### src/rtl/seq_det_pkg.sv
// Shared types and default constants for the serial sequence detector.
package seq_det_pkg;

    typedef enum logic {
        FILL    = 1'b0,
        COMPARE = 1'b1
    } seq_det_state_t;

    localparam int unsigned DEF_PATTERN_W = 4;
    localparam logic [3:0]  DEF_PATTERN   = 4'b1011;
    localparam int unsigned DEF_CNT_W     = 8;

endpackage

### src/rtl/seq_det_sat_counter.sv
// Saturating up-counter with synchronous active-high reset; holds at all-ones.
module seq_det_sat_counter #(
    parameter int unsigned W = 8
) (
    input  logic         clk,
    input  logic         rst,
    input  logic         inc,
    output logic [W-1:0] cnt
);

    always_ff @(posedge clk) begin
        if (rst) begin
            cnt <= '0;
        end else if (inc && (cnt != '1)) begin
            cnt <= cnt + 1'b1;
        end
    end

endmodule

### src/rtl/serial_seq_detector.sv
// Serial MSB-first pattern detector with registered match pulse and saturating match count.
// Build option: define SEQ_DET_OVERLAP_EN for overlapping detection (default is non-overlapping).
module serial_seq_detector
    import seq_det_pkg::*;
#(
    parameter int unsigned           PATTERN_W = DEF_PATTERN_W,
    parameter logic [PATTERN_W-1:0]  PATTERN   = PATTERN_W'(DEF_PATTERN),
    parameter int unsigned           CNT_W     = DEF_CNT_W
) (
    input  logic             clk,
    input  logic             rst,
    input  logic             din_valid,
    input  logic             din,
    output logic             match,
    output logic [CNT_W-1:0] match_cnt,
    output logic             busy
);

    localparam int unsigned      FILL_W = $clog2(PATTERN_W);
    localparam logic [FILL_W-1:0] FULL  = FILL_W'(PATTERN_W - 1);

    seq_det_state_t       state, state_nx;
    logic [PATTERN_W-1:0] hist, hist_nx, window;
    logic [FILL_W-1:0]    fill_cnt, fill_nx;
    logic                 primed, hit;

    always_ff @(posedge clk) begin
        if (rst) begin
            state    <= FILL;
            hist     <= '0;
            fill_cnt <= '0;
            match    <= 1'b0;
        end else begin
            state    <= state_nx;
            hist     <= hist_nx;
            fill_cnt <= fill_nx;
            match    <= hit;
        end
    end

    always_comb begin
        window   = {hist[PATTERN_W-2:0], din};
        primed   = (fill_cnt == FULL);
        hit      = din_valid && primed && (window == PATTERN);
        state_nx = state;
        hist_nx  = hist;
        fill_nx  = fill_cnt;
        if (din_valid) begin
            hist_nx = window;
            if (!primed) begin
                fill_nx = fill_cnt + 1'b1;
            end
            case (state)
                FILL:    if (primed) state_nx = COMPARE;
                COMPARE: state_nx = COMPARE;
                default: state_nx = FILL;
            endcase
`ifdef SEQ_DET_OVERLAP_EN
`else
            // Non-overlapping: a match discards the window, history still shifts.
            if (hit) begin
                fill_nx  = '0;
                state_nx = FILL;
            end
`endif
        end
    end

    always_comb begin
        busy = (state == COMPARE);
    end

    seq_det_sat_counter #(
        .W (CNT_W)
    ) u_match_cnt (
        .clk (clk),
        .rst (rst),
        .inc (hit),
        .cnt (match_cnt)
    );

endmodule

### config.mk
export PLATFORM = sky130hd
export DESIGN_NAME = serial_seq_detector
export DESIGN_NICKNAME = d
export VERILOG_FILES = /design/src/rtl/seq_det_pkg.sv /design/src/rtl/seq_det_sat_counter.sv /design/src/rtl/serial_seq_detector.sv
export SDC_FILE = /design/constraint.sdc
export NUM_CORES = 1
export LEC_CHECK = 0
export ABC_AREA = 1
export CORE_AREA = 8 8 48 50
export CTS_CLUSTER_SIZE = 40
export DETAILED_ROUTE_END_ITERATION = 7
export DIE_AREA = 0 0 56 58
export DONT_BUFFER_PORTS = 1
export PLACE_DENSITY_LB_ADDON = 0.12
export SYNTH_ARGS = -nofsm -noshare
export SYNTH_HDL_FRONTEND = slang
export SYNTH_SLANG_ARGS = --single-unit
### constraint.sdc
create_clock -name clk -period 1.1 [get_ports clk]
set_input_delay 0 -clock clk [delete_from_list [all_inputs] [get_ports clk]]
set_output_delay 0 -clock clk [all_outputs]
set_load 0.01 [all_outputs]
Yosys cells after proc, flatten, opt, wreduce, memory -nomap -nowiden:

Index checks and enable logic that the tools add are counted.
W data, S select, Z words.

* logic and storage cells: 21
* output and inout port bits: 10
* flip-flop bits (word level): 15
* input bits: 4

* eq/ne operators: 4
* $add $sub $neg: 2
* bitwise operators: 1
* reductions and logical operators: 4
* multiplexer cells: 5

Operator list (count)
* $add A8 B1 Y8 const B: 1
* $ne A8 B8 Y1 const B: 1
* $eq A4 B4 Y1 const B: 1
* $mux W2: 2
* $logic_and A1 B1 Y1: 3
* $add A2 B1 Y2 const B: 1
* $eq A2 B2 Y1 const B: 1
* $mux W1: 2
* $ne A2 B1 Y1 const B: 1
* $pmux W1 S2: 1
* $reduce_and A2 Y1: 1
* $not A1 Y1: 1

Depth between registers and ports, before layout:

Gate-level depths: netlist of run 1.

* depth after elaboration: 5
* mapped depth: 8
* mapped depth without buffers: 8

Modules after synthesis:

A second synthesis of run 1 with hierarchy kept.

* cells, all modules: 117
* area, all modules: 787.0 um^2

Modules (own cells, without submodules)
* seq_det_sat_counter: area each 484.2 um^2, instances 1, seq. area each 160.2 um^2, cells an instance 77
* serial_seq_detector: area each 302.8 um^2, instances 1, seq. area each 140.1 um^2, cells an instance 40

Worst setup path after synthesis of run 1:

No wires, ideal clock.

* path kind: flip-flop to flip-flop
* start point: register u_match_cnt.cnt[1]
* end point: register u_match_cnt.cnt[5]
* clock period less this slack: 1.299 ns
* data arrival time: 1.233 ns
* library setup time: 0.066 ns
* slack: -0.199 ns
* data required time: 1.034 ns
* cell stages (with the launch flop): 8
* path buffers: 0
* cell sequence: dfxtp_1 > ha_1 > nand2_1 > inv_1 > nand3_4 > nand2_4 > nand2_1 > a21oi_2

* word-level cells in the longest chain between the ends: 2
* elaborated cells between the ends (all ways): 3
* classes of those cells: add/sub (1); eq/ne (1); reduce/logical (1)

RTL lines
* start, declared: RTL line seq_det_sat_counter.sv:8 `output logic [W-1:0] cnt`
* start signal, assigned: RTL line seq_det_sat_counter.sv:15 `cnt <= cnt + 1'b1;`
* parallel branches: the longest is 2 deep, another holds $add A8 B1 Y8

Parallel ways; which one is timed is not known.
A chain may end at the register's enable or synchronous reset.

Worst setup path in the final report of run 1:

* start point: register fill_cnt[1]
* end point: register u_match_cnt.cnt[0]

* word-level cells in the longest chain between the ends: 4

RTL lines
* start, declared: RTL line serial_seq_detector.sv:24 `logic [FILL_W-1:0] fill_cnt, fill_nx;`
* start signal, assigned: RTL line serial_seq_detector.sv:36 `fill_cnt <= fill_nx;`
* $eq A2 B2 Y1: RTL line serial_seq_detector.sv:43 `primed = (fill_cnt == FULL);`
* $logic_and A1 B1 Y1 (2 in series): RTL line serial_seq_detector.sv:44 `hit = din_valid && primed && (window == PATTERN);`
* $logic_and A1 B1 Y1: RTL line seq_det_sat_counter.sv:14 `end else if (inc && (cnt != '1)) begin`

Every way passes these cells.

==> impl_metrics.tcl, run 1 <==
set metrics [dict create \
    status "finished, violations left" \
    violations "negative setup slack" \
    ys_seq_elements 15 \
    layout_common_cells "buf_4 (25), nand2_1 (23), inv_1 (13), nor2_1 (13), dfxtp_1 (9)" \
    cp_max_fo 8 \
    worstMarginPinSlew_ns 0.303 \
    intPower_mw 0.738 \
    synth_xor_area_frac 0 \
    yosys.area_share.simple 0.388 \
    grt_use_met3 0.0371 \
    grt_overflow 0 \
    combPwrFrac 0.089 \
    initial_core_util 0.496 \
    met1_usage 0.135 \
    period_share 1.12 \
    portBuffers 0 \
    r2r-start "fill_cnt[1]" \
    cts_sinks 15 \
    drt_wl_total_mm 2.12 \
    fin_skew_ns 0.00162 \
    power_density_nw_per_um2 851 \
    crit_start "fill_cnt[1]" \
    layout_commonest_cell "buf_4" \
    syn_nets 121 \
    p_leak_nw 0.509 \
    seqPwrFrac 0.575 \
    hp-class "in -> reg" \
    dp_hpwl_mm 1.50 \
    fin_hold_ws_ns 0.00719 \
    path_clk_slew_ns 0.09 \
    route.detailed.drc 0 \
    syn_area_um2 801 \
    grt_pass1_vias 783 \
    gp_congestion 0.770 \
    report.final.slew_viol_count 0 \
    vias 833 \
    p_sw_mw 0.249 \
    vdd_drop_max_v 0.000722 \
    syn_avg_cell_area_um2 6.96 \
    area_growth_pct 44.8 \
    cts_max_level 1 \
    arrival_ns 1.42 \
    fmax_mhz 811 \
    grtUsageMet2 0.231 \
    clk_latency_ns 0.29 \
    ant_nets 0 \
    min_period_ns 1.23 \
    grt_setup_unrepaired "yes" \
    tritoncts "done" \
    die_area_um2 3250 \
    viasPerCell 5.08 \
    setup_tns_ns -0.911 \
    drt_iter0_drc 30 \
    synthMuxAreaShare 0 \
    power.clock.fraction 0.336 \
    n_antenna_cell 0 \
    cts_root_buf "clkbuf_4" \
    pin_count 14 \
    synth_warnings 0 \
    cp.required_ns 1.29 \
    fin_area_um2 1160 \
    crit_path_start_kind "flip-flop" \
    globalRoute.busiestLayer "met2" \
    synth_top_family_by_area "simple AND/OR/NAND/NOR gates" \
    final_util 0.719 \
    synthAdderAreaFrac 0.0313 \
    grt_pass1_wl_mm 3.45 \
    num_rows 15 \
    fp.dieW_um 56 \
    core_um2 1610 \
    nets 154 \
    hold_start "rst" \
    cts_buffer_depth 2 \
    placed_area_um2 1020 \
    critPathKind "reg -> reg" \
    maxSlewHeadroom 0.797 \
    cp-end-kind "flip-flop" \
    dr.pass1.iters 5 \
    layout_setup_ws_ns -0.132 \
    ys_types 21 \
    layout-drive-gt1-share 0.395 \
    drv_cap 0 \
    setup_viol 9 \
    cts_inserted_buffers 3 \
    hold_viol_final 0 \
    die_h_um 58 \
    synth_compound_area_frac 0.127 \
    netlist_instances 115 \
    ys_seq_area_frac 0.375 \
    swShare 0.253 \
    grt_max_degree 10 \
    wl_per_cell_um 12.9 \
    track_usage 0.131 \
    antenna_found_initial 0 \
]
-- power groups by stage --
stage	Combinational [mW]	Sequential [mW]	Clock (mW)
after CTS	0.0789	0.566	0.325
after global placement	0.0657	0.578	0
final	0.0883	0.567	0.331
after floorplan	0.0466	0.577	0
after global routing	0.0980	0.569	0.355
after detailed placement	0.0684	0.579	0
-- cell type report --
class | instances | area, um^2
sequential | 15 | 313
fill | 135 | 454
timing repair buffer | 29 | 229
inverter | 15 | 56.3
tap | 17 | 21.3
multi-input combinational | 84 | 514
clock buffer | 4 | 26.3
-- metal layers --
layer / vias to the layer above / part of all wire
li1: 432 / -
met2: 14 / 0.52
met3: 4 / 0.042
met5: - / 0
met1: 383 / 0.42
met4: 0 / 0.017
-- critical path, cell delays in order (launching register included) --
cell and delay (ns):
dfxtp_2 0.37, ha_4 0.14, nand2_2 0.05, inv_2 0.07, nand2_4 0.07, nor2_8 0.15, nand2_4 0.09, o21ai_2 0.14
nor2_1 0.05
-- sequential cells by signal, indices dropped and copies added (netlist names) --
signal and count:
fill_cnt 2, u_match_cnt.cnt 8, busy 1, match 1, hist 3
-- cell families after synthesis --
kind of cell | count (synthesis)
simple gates | 63
compound gates | 19
flops | 15
buf+inv | 16
fa+ha+maj | 2
-- per-stage QoR --
step | total power [mW] | setup slack (ns) | std cells
after global routing | 1.02 | -0.205 | 164
final | 0.987 | -0.132 | 164
after CTS | 0.970 | -0.109 | 161
after detailed placement | 0.648 | -0.160 | 153
after global placement | 0.644 | -0.0912 | 153
after floorplan | 0.624 | -0.0452 | 115
-- cell usage after synthesis, drive strengths merged --
library cell	n	area, um^2
nand3b	2	15.0
nor3	2	10.0
buf	1	7.51
dfxtp	15	300
nor2	21	103
nand2	28	118
nand4	2	12.5
a21oi	9	48.8
nand3	8	52.6
ha	2	25.0
o21ai	9	45.0
o21bai	1	7.51
inv	15	56.3
-- repair_timing --
item | CTS | global route
hold buffers | 2 | 1
pin swaps | 6 | 1
hold endpoints to repair | 10 | 6
setup endpoints to repair | 9 | 11
setup buffers | 2 | 3
gates resized for setup | 5 | 12
cloned | 0 | 0
-- final timing paths --
path                                      endpoint  slack [ns]  cells past startpoint
worst max-delay path            u_match_cnt.cnt[0]       -0.13                      8
worst min-delay path                   fill_cnt[1]       0.007                      3
worst max register to register  u_match_cnt.cnt[0]       -0.13                      8
worst min register to register  u_match_cnt.cnt[5]        0.51                      2
(Power assumes the default switching activity.)
==> inputs of run 2 (changes only) <==
ABC_AREA = not set   (was 1)
CORE_AREA = 8 8 47 49   (was 8 8 48 50)
DIE_AREA = 0 0 55 57   (was 0 0 56 58)
==> run 2 against run 1 <==
The run ends with negative hold slack, negative setup slack left. Clock skew grew 0.0036 ns. Non-clock buffer count fell by 7. Area after synthesis shrank 6.7%. Critical path depth down 3. Sequential cell count unchanged. Worst hold slack lost 0.25 ns. Via count decreased by 28%. First-iteration DRC count down 77%. Sequential power barely moved. Die area decreased by 3.5%. Critical path type unchanged. Critical endpoint is now u_match_cnt.cnt[1]. Largest power group unchanged. Highest routed layer unchanged.
==> impl_metrics.tcl, run 2 <==
set metrics [dict create \
    largest_reg_flops 8 \
    initial_core_util 0.474 \
    num_rows 15 \
    cp_max_fo 5 \
    antenna_found_initial 0 \
    crit_path_start_kind "flip-flop" \
    min_period_ns 1.41 \
    min_to "fill_cnt[0]" \
    nets 102 \
    grt_overflow 0 \
    cp-end-kind "flip-flop" \
    gp_congestion 0.757 \
    period_share 1.28 \
    netlist_instances 71 \
    track_usage 0.124 \
    layout_common_cells "buf_4 (19), nor2_1 (12), dfxtp_2 (9)" \
    grt_pass1_wl_mm 2.99 \
    worst-r2r-setup-slack_ns -0.31 \
    dp_cells 104 \
    synth_top_area_share 0.402 \
    ys_types 27 \
    fin_hold_ws_ns -0.247 \
    fmax_mhz 710 \
    whs_path_depth 1 \
    dr.pass1.iters 4 \
    cts_buffer_depth 2 \
    viasPerCell 5.34 \
    hold_viol_final 15 \
    setup_viol 11 \
    yosysTopAreaCell "dfxtp_1" \
    r2r-end "u_match_cnt.cnt[1]" \
    syn_area_um2 747 \
    core_um2 1580 \
    drv_cap 0 \
    area_growth_pct 43.6 \
    async_flop_share 0 \
    vdd_drop_max_v 0.000741 \
    ff2ff_path_depth 5 \
    drt_wl_total_mm 1.76 \
    ys_top_cells_by_area "dfxtp_1 (40%), a2111oi_4 (7.4%), mux2i_1 (6.7%)" \
    route.detailed.drc 0 \
    dp_hpwl_mm 1.24 \
    ys_seq_area_frac 0.402 \
    power_density_nw_per_um2 871 \
    fin_skew_ns 0.00527 \
    violations "negative hold slack, negative setup slack" \
    ys_seq_elements 15 \
    synth_warnings 0 \
    cts_root_buf "clkbuf_4" \
    cts_max_level 1 \
    cts_sinks 15 \
    regMostFlops "u_match_cnt.cnt" \
    portBuffers 0 \
    maxSlewHeadroom 0.784 \
    ant_nets 0 \
    cp.required_ns 1.28 \
    die_h_um 57 \
    layout_commonest_cell "buf_4" \
    hp-class "in -> reg" \
    vias 598 \
    wl_per_cell_um 15.7 \
    grt_setup_unrepaired "yes" \
    tritoncts "done" \
    cts_inserted_buffers 3 \
    pin_count 14 \
    synthTopCellsByCount "dfxtp_1 (15), nor2_1 (13), mux2i_1 (5), a21oi_1 (4)" \
    layout_setup_ws_ns -0.309 \
    top_regs "u_match_cnt.cnt (8), hist (3), fill_cnt (2)" \
    critPathKind "reg -> reg" \
    arrival_ns 1.59 \
    worstMarginPinSlew_ns 0.323 \
    clk_latency_ns 0.28 \
    n_antenna_cell 0 \
    grt_max_degree 16 \
    p_leak_nw 0.441 \
    syn_nets 77 \
    r2r-start "u_match_cnt.cnt[0]" \
    synthFlopType "dfxtp_1" \
    syn_avg_cell_area_um2 10.5 \
    synth-edff-count 0 \
    die_area_um2 3140 \
    drt_iter0_drc 7 \
    path_clk_slew_ns 0.09 \
    layout-drive-gt1-share 0.589 \
    report.final.slew_viol_count 0 \
    stdcell_count 112 \
    status "finished, violations left" \
    fp.dieW_um 55 \
    yosys.cell_count.top_type "dfxtp_1" \
    hold_start "rst" \
    grt_pass1_vias 649 \
]
-- run 2: cell count changes in the layout (fill, tap and decap cells not counted), sizes merged, moves of 3 or more --
| cell | change |
|---|---|
| mux2i | +5 |
| nor2 | -8 |
| nand3 | -5 |
| dlygate4sd3 | -3 |
| xnor2 | +3 |
| o21ai | -9 |
| a21oi | -5 |
| nand2 | -24 |
| inv | -15 |
| buf | -4 |
-- run 2: critical path, cell delays in order (launching register included) --
cell and delay (ns):
dfxtp_2 0.34, ha_4 0.16, and3_4 0.21, a211oi_4 0.33, mux2i_1 0.22, nor2_1 0.05
-- run 2: worst max-delay path by stage --
stage / depth (start not counted) / slack [ns] / start / to
2_1_floorplan: 5 / -0.28 / u_match_cnt.cnt[0] / u_match_cnt.cnt[1]
3_3_place_gp: 5 / -0.29 / u_match_cnt.cnt[1] / u_match_cnt.cnt[1]
3_5_place_dp: 5 / -0.30 / fill_cnt[0] / u_match_cnt.cnt[1]
4_1_cts: 5 / -0.31 / u_match_cnt.cnt[0] / u_match_cnt.cnt[1]
5_1_grt: 5 / -0.39 / u_match_cnt.cnt[0] / u_match_cnt.cnt[1]
6_report: 5 / -0.31 / u_match_cnt.cnt[0] / u_match_cnt.cnt[1]
-- run 2: cell type report --
type                       count  area (um^2)
multi-input combinational     54          532
fill                         136          504
sequential                    15          315
timing repair buffer          22          176
clock buffer                   3         22.5
tap                           17         21.3
clock inverter                 1         5.00
-- run 2: cells by family after synthesis --
| family | after synthesis | share of synthesized area |
|---|---|---|
| buffers and inverters | 2 | 0.0151 |
| multiplexers | 5 | 0.0670 |
| XOR/XNOR | 3 | 0.0352 |
| AND/OR/NAND/NOR | 33 | 0.273 |
| AO/OA/AOI/OAI | 11 | 0.174 |
| adder cells (fa/ha/maj) | 2 | 0.0335 |
| flip-flops | 15 | 0.402 |
-- run 2: metal layers --
metal	GRT usage	vias up	wire length, um
met5	0	-	0
met4	0.0515	0	11
met3	0.0260	2	100
met2	0.186	8	868
met1	0.162	289	781
li1	-	299	-
-- run 2: stage by stage --
step	total power, mW	worst slack [ns]	area, um^2	TNS (ns)	utilization
3_3_place_gp	0.611	-0.289	917	-2.01	0.582
6_report	0.934	-0.309	1070	-2.16	0.680
2_1_floorplan	0.611	-0.284	772	-1.82	-
4_1_cts	0.942	-0.306	1020	-2.08	0.646
5_1_grt	0.972	-0.387	1070	-2.96	0.680
3_5_place_dp	0.615	-0.302	917	-2.26	0.582
-- run 2: where the power goes --
part	total, mW	internal (mW)	switching, mW
clock	0.316	0.135	0.181
sequential	0.567	0.554	0.0125
combinational	0.0517	0.0334	0.0183
total	0.934	0.722	0.212
-- run 2: timing repair --
action / CTS / global route
hold endpoints to repair: 15 / 15
setup endpoints to repair: 12 / 12
setup buffers: 4 / 0
pin swaps: 6 / 4
gates resized for setup: 10 / 13
